--- src/rtl/register_file_2r1w.sv ---
// rtl/register_file_2r1w.sv - two-read one-write register file with zero entry, optional bypass and write counter
module register_file_2r1w #(
    parameter int DATA_W = 32,
    parameter int ADDR_W = 5,
    parameter bit BYPASS = 1'b1
) (
    input  logic              clk,
    input  logic              rst_n,
    input  logic              we,
    input  logic [ADDR_W-1:0] wa,
    input  logic [DATA_W-1:0] wd,
    input  logic [ADDR_W-1:0] ra1,
    input  logic [ADDR_W-1:0] ra2,
    output logic [DATA_W-1:0] rd1,
    output logic [DATA_W-1:0] rd2,
    input  logic [ADDR_W-1:0] dbg_ra,
    output logic [DATA_W-1:0] dbg_rd,
    output logic [15:0]       wr_cnt
);

    localparam int NUM_ENTRIES = 1 << ADDR_W;

    logic [DATA_W-1:0] mem [NUM_ENTRIES];
    logic              commit;

    // Entry 0 is reset but never written, so it reads as zero from storage too.
    assign commit = we && (wa != '0);

    always_ff @(posedge clk or negedge rst_n) begin
        if (!rst_n) begin
            for (int i = 0; i < NUM_ENTRIES; i++) begin
                mem[i] <= '0;
            end
            wr_cnt <= '0;
        end else if (commit) begin
            mem[wa] <= wd;
            wr_cnt  <= wr_cnt + 16'd1;
        end
    end

    function automatic logic [DATA_W-1:0] read_port(input logic [ADDR_W-1:0] ra, input logic allow_bypass);
        logic [DATA_W-1:0] val;
        val = '0;
        if (rst_n && (ra != '0)) begin
            if (allow_bypass && commit && (wa == ra)) begin
                val = wd;
            end else begin
                val = mem[ra];
            end
        end
        return val;
    endfunction

    assign rd1    = read_port(ra1, BYPASS);
    assign rd2    = read_port(ra2, BYPASS);
    assign dbg_rd = read_port(dbg_ra, 1'b0);

endmodule

--- config.mk ---
export PLATFORM = sky130hd
export DESIGN_NAME = register_file_2r1w
export DESIGN_NICKNAME = d
export VERILOG_FILES = /design/src/rtl/register_file_2r1w.sv
export SDC_FILE = /design/constraint.sdc
export NUM_CORES = 2
export LEC_CHECK = 0
export CAP_MARGIN = 10
export CORE_MARGIN = 5
export CORE_UTILIZATION = 45
export DETAILED_ROUTE_END_ITERATION = 8
export SLEW_MARGIN = 20
export SYNTH_ARGS = -nofsm -noshare
export SYNTH_HDL_FRONTEND = slang
export SYNTH_SLANG_ARGS = --single-unit
--- constraint.sdc ---
create_clock -name clk -period 4.65 [get_ports clk]
set_input_delay 1.395 -clock clk [delete_from_list [all_inputs] [get_ports clk]]
set_output_delay 1.395 -clock clk [all_outputs]
set_load 0.03 [all_outputs]
==> results.md <==
Outcome:
- The run finished, with violations left.
- The checks that failed: setup timing.

Critical path:
- The highest fanout seen on the critical path is 8.
- STA classifies the critical path startpoint as an input pin.
- The signal on the critical path passes through buf_16 > buf_16 > buf_16 > buf_8 > mux4_2 > mux4_2 > a221o_2 > buf_12.
- The critical path's most frequent cell is buf_16.
- The slowest stage of the critical path is the mux4_2 cell.
- The cell class contributing the biggest share of worst-path delay is multiplexers.
- The endpoint type of the worst setup path is an output port.
- The biggest cell delay along the critical path is 0.52 ns.
- The critical path data arrival time is 3.70 ns.
- The required time at the worst-slack endpoint is 3.25 ns.
- The critical path contains buffers and inverters numbering 5 combined.
- The critical path class is input pin to output port.

Global route:
- The wire length of the first global-routing pass is 388 mm.
- For this run the aggregate overflow at the end of global routing stands at 0.
- The initial antenna violation count is 9.
- The via count of the first global-routing pass was 52500.
- The largest net degree at the start of global routing is around 160.
- Across every metal layer, demand over resource in global routing totals 0.351.

Timing:
- The slew at the pin closest to its max-slew limit is 1.10 ns.
- Timing would allow up to roughly 0.2 GHz.
- The minimum hold slack is 0.416 ns.
- Between clock sinks in the finished design, the worst skew comes to about 0.0061 ns.
- The max-slew violation count is 0.
- The tightest slew margin relative to the limit is 0.263.
- In the post-route analysis, the smallest setup slack over all paths is -0.447 ns.
- The final-report hold violation count is 0.
- Setup violations remaining at the end of the flow were counted as 73.
- For the finished layout, the period the worst path requires is 5.10 ns.
- In the finished design, the share of the clock period the worst path needs comes to 1.10.
- Setup repair after global routing could not meet its margin everywhere.

Final layout:
- From synthesis to final layout, the design area changed by 31.4%.
- The final core area utilization is 0.597.
- For this run, the number of standard cells in the final layout without fillers is 7581.
- Of the cells placed in the final design, the portion with a size suffix greater than 1 is 0.471.
- In the final design database the tool counted 5629 nets.
- The design area is approximately 0.086 mm2.

Die:
- In this run the core area contains 139 standard-cell rows.
- The floorplan step set the die height to 391 um.
- The initial cell density of the core is 0.454.
- The die outline area is 0.153 mm2.
- The number of ports placed on the die boundary is 167.
- The width of the die is 391 um.
- The region available for standard cell placement spans ~0.14 mm2.

Clock tree:
- The number of sinks on the clock net is 1040.
- The clock tree from TritonCTS is yes.
- The clock tree synthesis step divided the H-tree into 3 levels.
- The cell at the root of the clock tree is clkbuf_16.
- The clock passes through at most 3 buffers.
- The clock input transition at the sequential cells of the worst setup and hold paths is 0.06 ns.
- Counting the buffers created by CTS gives 118.
- The later pin in the worst-skew pair is clocked with a latency of approximately 0.75 ns.

Logic synthesis:
- The post-synthesis cell type count is 51.
- In this run, synthesis produced a sequential element count of 1040.
- The main flop type after synthesis is dfrtp_1.
- A synthesized cell averages 13.4 um2.
- The post-synth net total is 4937.
- Yosys mapped a number of flops with a built-in enable equal to 0.
- The yosys synthesis warning count is 0.
- The synthesized area is 0.0654 mm2.
- The portion of the post-synthesis area used by sequential elements is 0.398.
- In the synthesized netlist the async set-or-reset flop fraction comes to 1.00.
- Synthesis produced 4881 cells.

Power and ir drop:
- The standby leakage power is 37.4 nW.
- The maximum ir drop on the vdd rail is 0.000338 V.
- The power per cell area is between 300 and 400 mW/mm2.

Detailed routing:
- The total number of vias is 52400.
- In the routed layout, each cell is associated on average with a via count of 6.92.
- In the final routed layout, each cell accounts on average for 36.2 um.
- The post-detailed-route count of antenna-violating nets is 0.
- The number of DRC violations after detailed-routing iteration 0 is around 5800.
- For this block, the routed nets add up to 274 mm of wire.
- The first-pass iteration count of the detailed router is 8.
- In the routed design, unresolved DRC markers number 0.

Placement:
- The final weighted congestion in routability-driven placement is 0.920.
- Detailed placement finished with a half-perimeter wire length of 171 mm.
- The instance count after placement with tap cells included is 7098.
- Summing all placed instances gives a cell area of 0.0759 mm2.
- During placement, the flow inserted port buffers numbering 166.
- The setup slack at placement is -0.818 ns.

Job:
- The tool flagged a number of max-cap violations equal to 0.

Hold path:
- The path type of the worst min-delay path is flip-flop to flip-flop.
[worst reg2reg max path, delay by kind of cell, from the launching register on]
family | cells | cell delay [ns]
xor gates and xnor gates | 1 | 0.14
DFF | 1 | 0.44
and+or+nand+nor | 4 | 0.79
[through the flow]
step                      power, mW  setup TNS [ns]
after global routing           33.1          -15.71
after detailed placement       20.9          -38.82
after floorplan                17.5           -1.24
final                          32.0          -14.82
after global placement         20.7          -39.97
after CTS                      31.6          -14.41
[layout make-up]
class,instances,area (um2)
timing repair buffer,1122,14100
tap,1903,2380
sequential,1040,26000
antenna,6,15.0
clock inverter,46,667
inverter,2,7.51
clock buffer,173,3510
multi-input combinational,3289,39200
fill,11100,58100
[flip-flops by register name (all words and copies together), names as in the netlist]
register and count:
mem 1024, wr_cnt 16
[final timing paths]
kind / from / endpoint / slack (ns) / cells past startpoint
max: ra2[0] / rd2[12] / -0.45 / 8
min: mem[1015] / mem[1015] / 0.42 / 0
max reg2reg: wr_cnt[6] / wr_cnt[14] / 3.16 / 5
min reg2reg: mem[1015] / mem[1015] / 0.42 / 0
max in group asynchronous: rst_n / mem[743] / 1.91 / 4
min in group asynchronous: rst_n / mem[933] / 0.52 / 1
[routing by layer]
layer	routed length, um	vias to the layer above	GRT usage
met4	20300	2	0.202
met2	117000	3546	0.510
met3	34100	1000	0.109
met1	103000	27300	0.466
li1	-	20600	-
met5	13	-	0
[power by group]
group	internal (mW)	total (mW)	leakage (nW)	switching, mW
clock	6.09	10.2	2.06	4.10
sequential	10.8	12.5	13.3	1.77
combinational	5.21	9.24	22.0	4.03
[synthesized netlist by cell type (2+ instances only)]
library cell,count,area share
o21ba_1,6,0.00092
buf_6,9,0.0015
o21ai_0,123,0.0094
or4_1,8,0.00092
clkbuf_1,320,0.018
dfrtp_1,1040,0.40
a211oi_1,25,0.0029
mux2_2,424,0.073
a41oi_1,25,0.0033
nor3_1,34,0.0026
o22ai_1,27,0.0026
nor3b_1,6,0.00069
o21bai_1,6,0.00069
buf_1,80,0.0046
o31ai_1,56,0.0064
and3_1,38,0.0036
nand3_1,31,0.0024
buf_4,32,0.0037
xnor2_1,16,0.0021
nor2_1,192,0.011
nand2b_1,4,0.00038
nand2_1,82,0.0047
mux2i_1,342,0.052
a31oi_1,6,0.00057
xor2_1,9,0.0012
o21a_1,58,0.0067
a22o_1,63,0.0084
mux2_1,690,0.12
and2_1,3,0.00029
o21ai_1,37,0.0028
inv_1,2,0.00011
a221o_1,33,0.0051
a21oi_1,178,0.014
nor2b_1,31,0.0030
and4_1,2,0.00027
a22oi_1,90,0.010
mux4_2,610,0.21
or2_1,2,0.00019
buf_2,110,0.0084
nand4_1,6,0.00057
a221oi_1,7,0.00094
o221ai_1,6,0.00080
nand3b_1,4,0.00046
[repair_timing]
item                                   in CTS  in global routing
hold buffers                                0                  0
endpoints found under the hold margin       0                  0
setup endpoints to repair                  91                 91
cloned                                     29                 15
pin swaps                                 143                160
buffers inserted                          150                134
gates resized for setup                   454                289
[cell usage in the layout, fill, tap and decap left out, drive strengths merged, types with 49 or more instances in the layout]
master / instances
mux4: 610
dfrtp: 1040
clkdlybuf4s50: 49
a21oi: 178
buf: 1051
clkbuf: 189
o21a: 58
nor2: 192
mux2i: 342
mux2: 1114
a22o: 63
a22oi: 90
o31ai: 56
o21ai: 160
nand2: 82
[cell families after synthesis]
family / share of synthesized area
compound gates: 0.0760
flops: 0.398
buf+inv: 0.0367
fa+ha+maj: 0.000191
xor+xnor: 0.00335
mux: 0.454
simple gates: 0.0314
Note: power is estimated with default switching activity, not from simulation.
==> RTL change, RTL diff (config.mk and constraints unchanged) <==
`BYPASS`: 1'b1 -> 1'b0.
--- a/src/rtl/register_file_2r1w.sv
+++ b/src/rtl/register_file_2r1w.sv
@@ -3,5 +3,5 @@
     parameter int DATA_W = 32,
     parameter int ADDR_W = 5,
-    parameter bit BYPASS = 1'b1
+    parameter bit BYPASS = 1'b0
 ) (
     input  logic              clk,
Check against the original RTL: not settled (the Yosys comparison gave no result); the edit may change what the design does.
==> RTL change against the unedited design <==
The run still ends with negative setup slack left; worst setup slack improved by 0.41 ns; core utilization decreased by 2.0 points; routed wire length decreased by 9.2%; area after synthesis decreased by 2.1%; sequential cell count unchanged; final area decreased by 5.1%; cell count decreased by 7.6%; power decreased by 1.9%; largest cell class unchanged; largest power group unchanged.
==> RTL change: results (changes against the unedited design) <==
- Num rows: 138 (was 139)
- The setup slack after placement came to -0.572 ns (was -0.818 ns).
* GRT Resource Usage Total: 0.323 (was 0.351)
- Number of ordinary and repair buffers in the finished layout: 892 (was 1122)
- Maximum number of pins on one net before global-route repair: 172 (was 156)
- The fraction of area in clock buffers and inverters came to 0.0518 (was 0.0486).
- The beginning of the worst hold path is mem[995]$_DFFE_PN0P_ (was mem[1015]$_DFFE_PN0P_).
- The post-synth net total is 4595 (was 4937).
* Library cells used by synthesis: 49 (was 51)
- DPL Wire Length: 158000 um (was 171000 um)
- Result of the run: finished with violations (unchanged).
* Total combinational power: 8640 uW (was 9240 uW)
- Fin nets: 5067 (was 5629)
- Final-layout non-clock buffer area share: 0.142 (was 0.164)
* Register-to-register path setup slack: 3.08 ns (was 3.16 ns)
* TritonRoute pass-1 iters: 6 (was 8)
* CP arrival: 3.30 ns (was 3.70 ns)
* Total CTS buffers: 117 (was 118)
- Area of the multi-input gates: 37400 um2 (was 39200 um2)
* Placed cell area: 73300 um2 (was 75900 um2)
- R2r startpoint: wr_cnt[2]$_DFFE_PN0P_ (was wr_cnt[6]$_DFFE_PN0P_)
* Switching part of the total power: 0.299 (was 0.310)
* End point of the most critical hold path: mem[995]$_DFFE_PN0P_ (was mem[1015]$_DFFE_PN0P_)
- The number of antenna violations at the first check in global routing was 8 (was 9).
- The post-route worst setup slack is -0.0410 ns (was -0.447 ns).
- Leak pwr: 0.0347 uW (was 0.0374 uW)
- The via count is 48000 (was 52400).
- The final worst clock skew was 0.00502 ns (was 0.00606 ns).
- ANT cells: 5 (was 6)
- Failing checks: negative setup slack (unchanged)
* Largest cells by area after synthesis: sky130_fd_sc_hd__dfrtp_1 (41%), sky130_fd_sc_hd__mux4_2 (22%), sky130_fd_sc_hd__mux2_2 (22%), sky130_fd_sc_hd__mux2i_1 (2.5%), sky130_fd_sc_hd__clkbuf_1 (1.6%) (was sky130_fd_sc_hd__dfrtp_1 (40%), sky130_fd_sc_hd__mux4_2 (21%), sky130_fd_sc_hd__mux2_1 (12%), sky130_fd_sc_hd__mux2_2 (7.3%), sky130_fd_sc_hd__mux2i_1 (5.2%))
* First-pass GRT wire length: 356000 um (was 388000 um)
* R2R Path End: wr_cnt[15]$_DFFE_PN0P_ (was wr_cnt[14]$_DFFE_PN0P_)
- The portion of the post-synthesis area used by sequential elements came to 0.407 (was 0.398).
- Share of the final layout cell area in sequential cells: 0.319 (was 0.303)
- Compound-cell area share of the yosys netlist: 0.0566 (was 0.0760)
- The clock buffer count is 156 (was 173).
* Delay-heaviest family, CP: buffers and inverters (was multiplexers)
- The internal power of the cells is 22000 uW (was 22100 uW).
- The number of failing setup endpoints in the final timing report is 10 (was 73).
## RTL change: cell count changes after synthesis, sizes merged, moves of 51 or more
| cell | change |
|---|---|
| mux2i | -181 |
| o31ai | -56 |
| nor2 | -152 |
| o21ai | -103 |
| clkbuf | -51 |
| o21a | -55 |
| nand3 | +74 |
| mux2 | +120 |
| a22oi | -90 |
| a21oi | -140 |
| o22ai | +112 |
## RTL change: layer usage
| layer | track usage | part of all wire | vias up | routed length [um] |
|---|---|---|---|---|
| li1 | - | - | 18900 | - |
| met1 | 0.461 | 0.40 | 25600 | 101000 |
| met2 | 0.476 | 0.44 | 2911 | 109000 |
| met3 | 0.0821 | 0.11 | 580 | 27300 |
| met4 | 0.129 | 0.046 | 2 | 11500 |
| met5 | 0 | 0.000060 | - | 15 |
## RTL change: metrics by stage
step                 util  instances  TNS, ns
floorplan               -       4539        0
global placement    0.518       6654   -14.64
detailed placement  0.518       6654   -14.81
CTS                 0.567       6953   -0.521
global route        0.577       7004    -1.11
finish              0.577       7008   -0.194
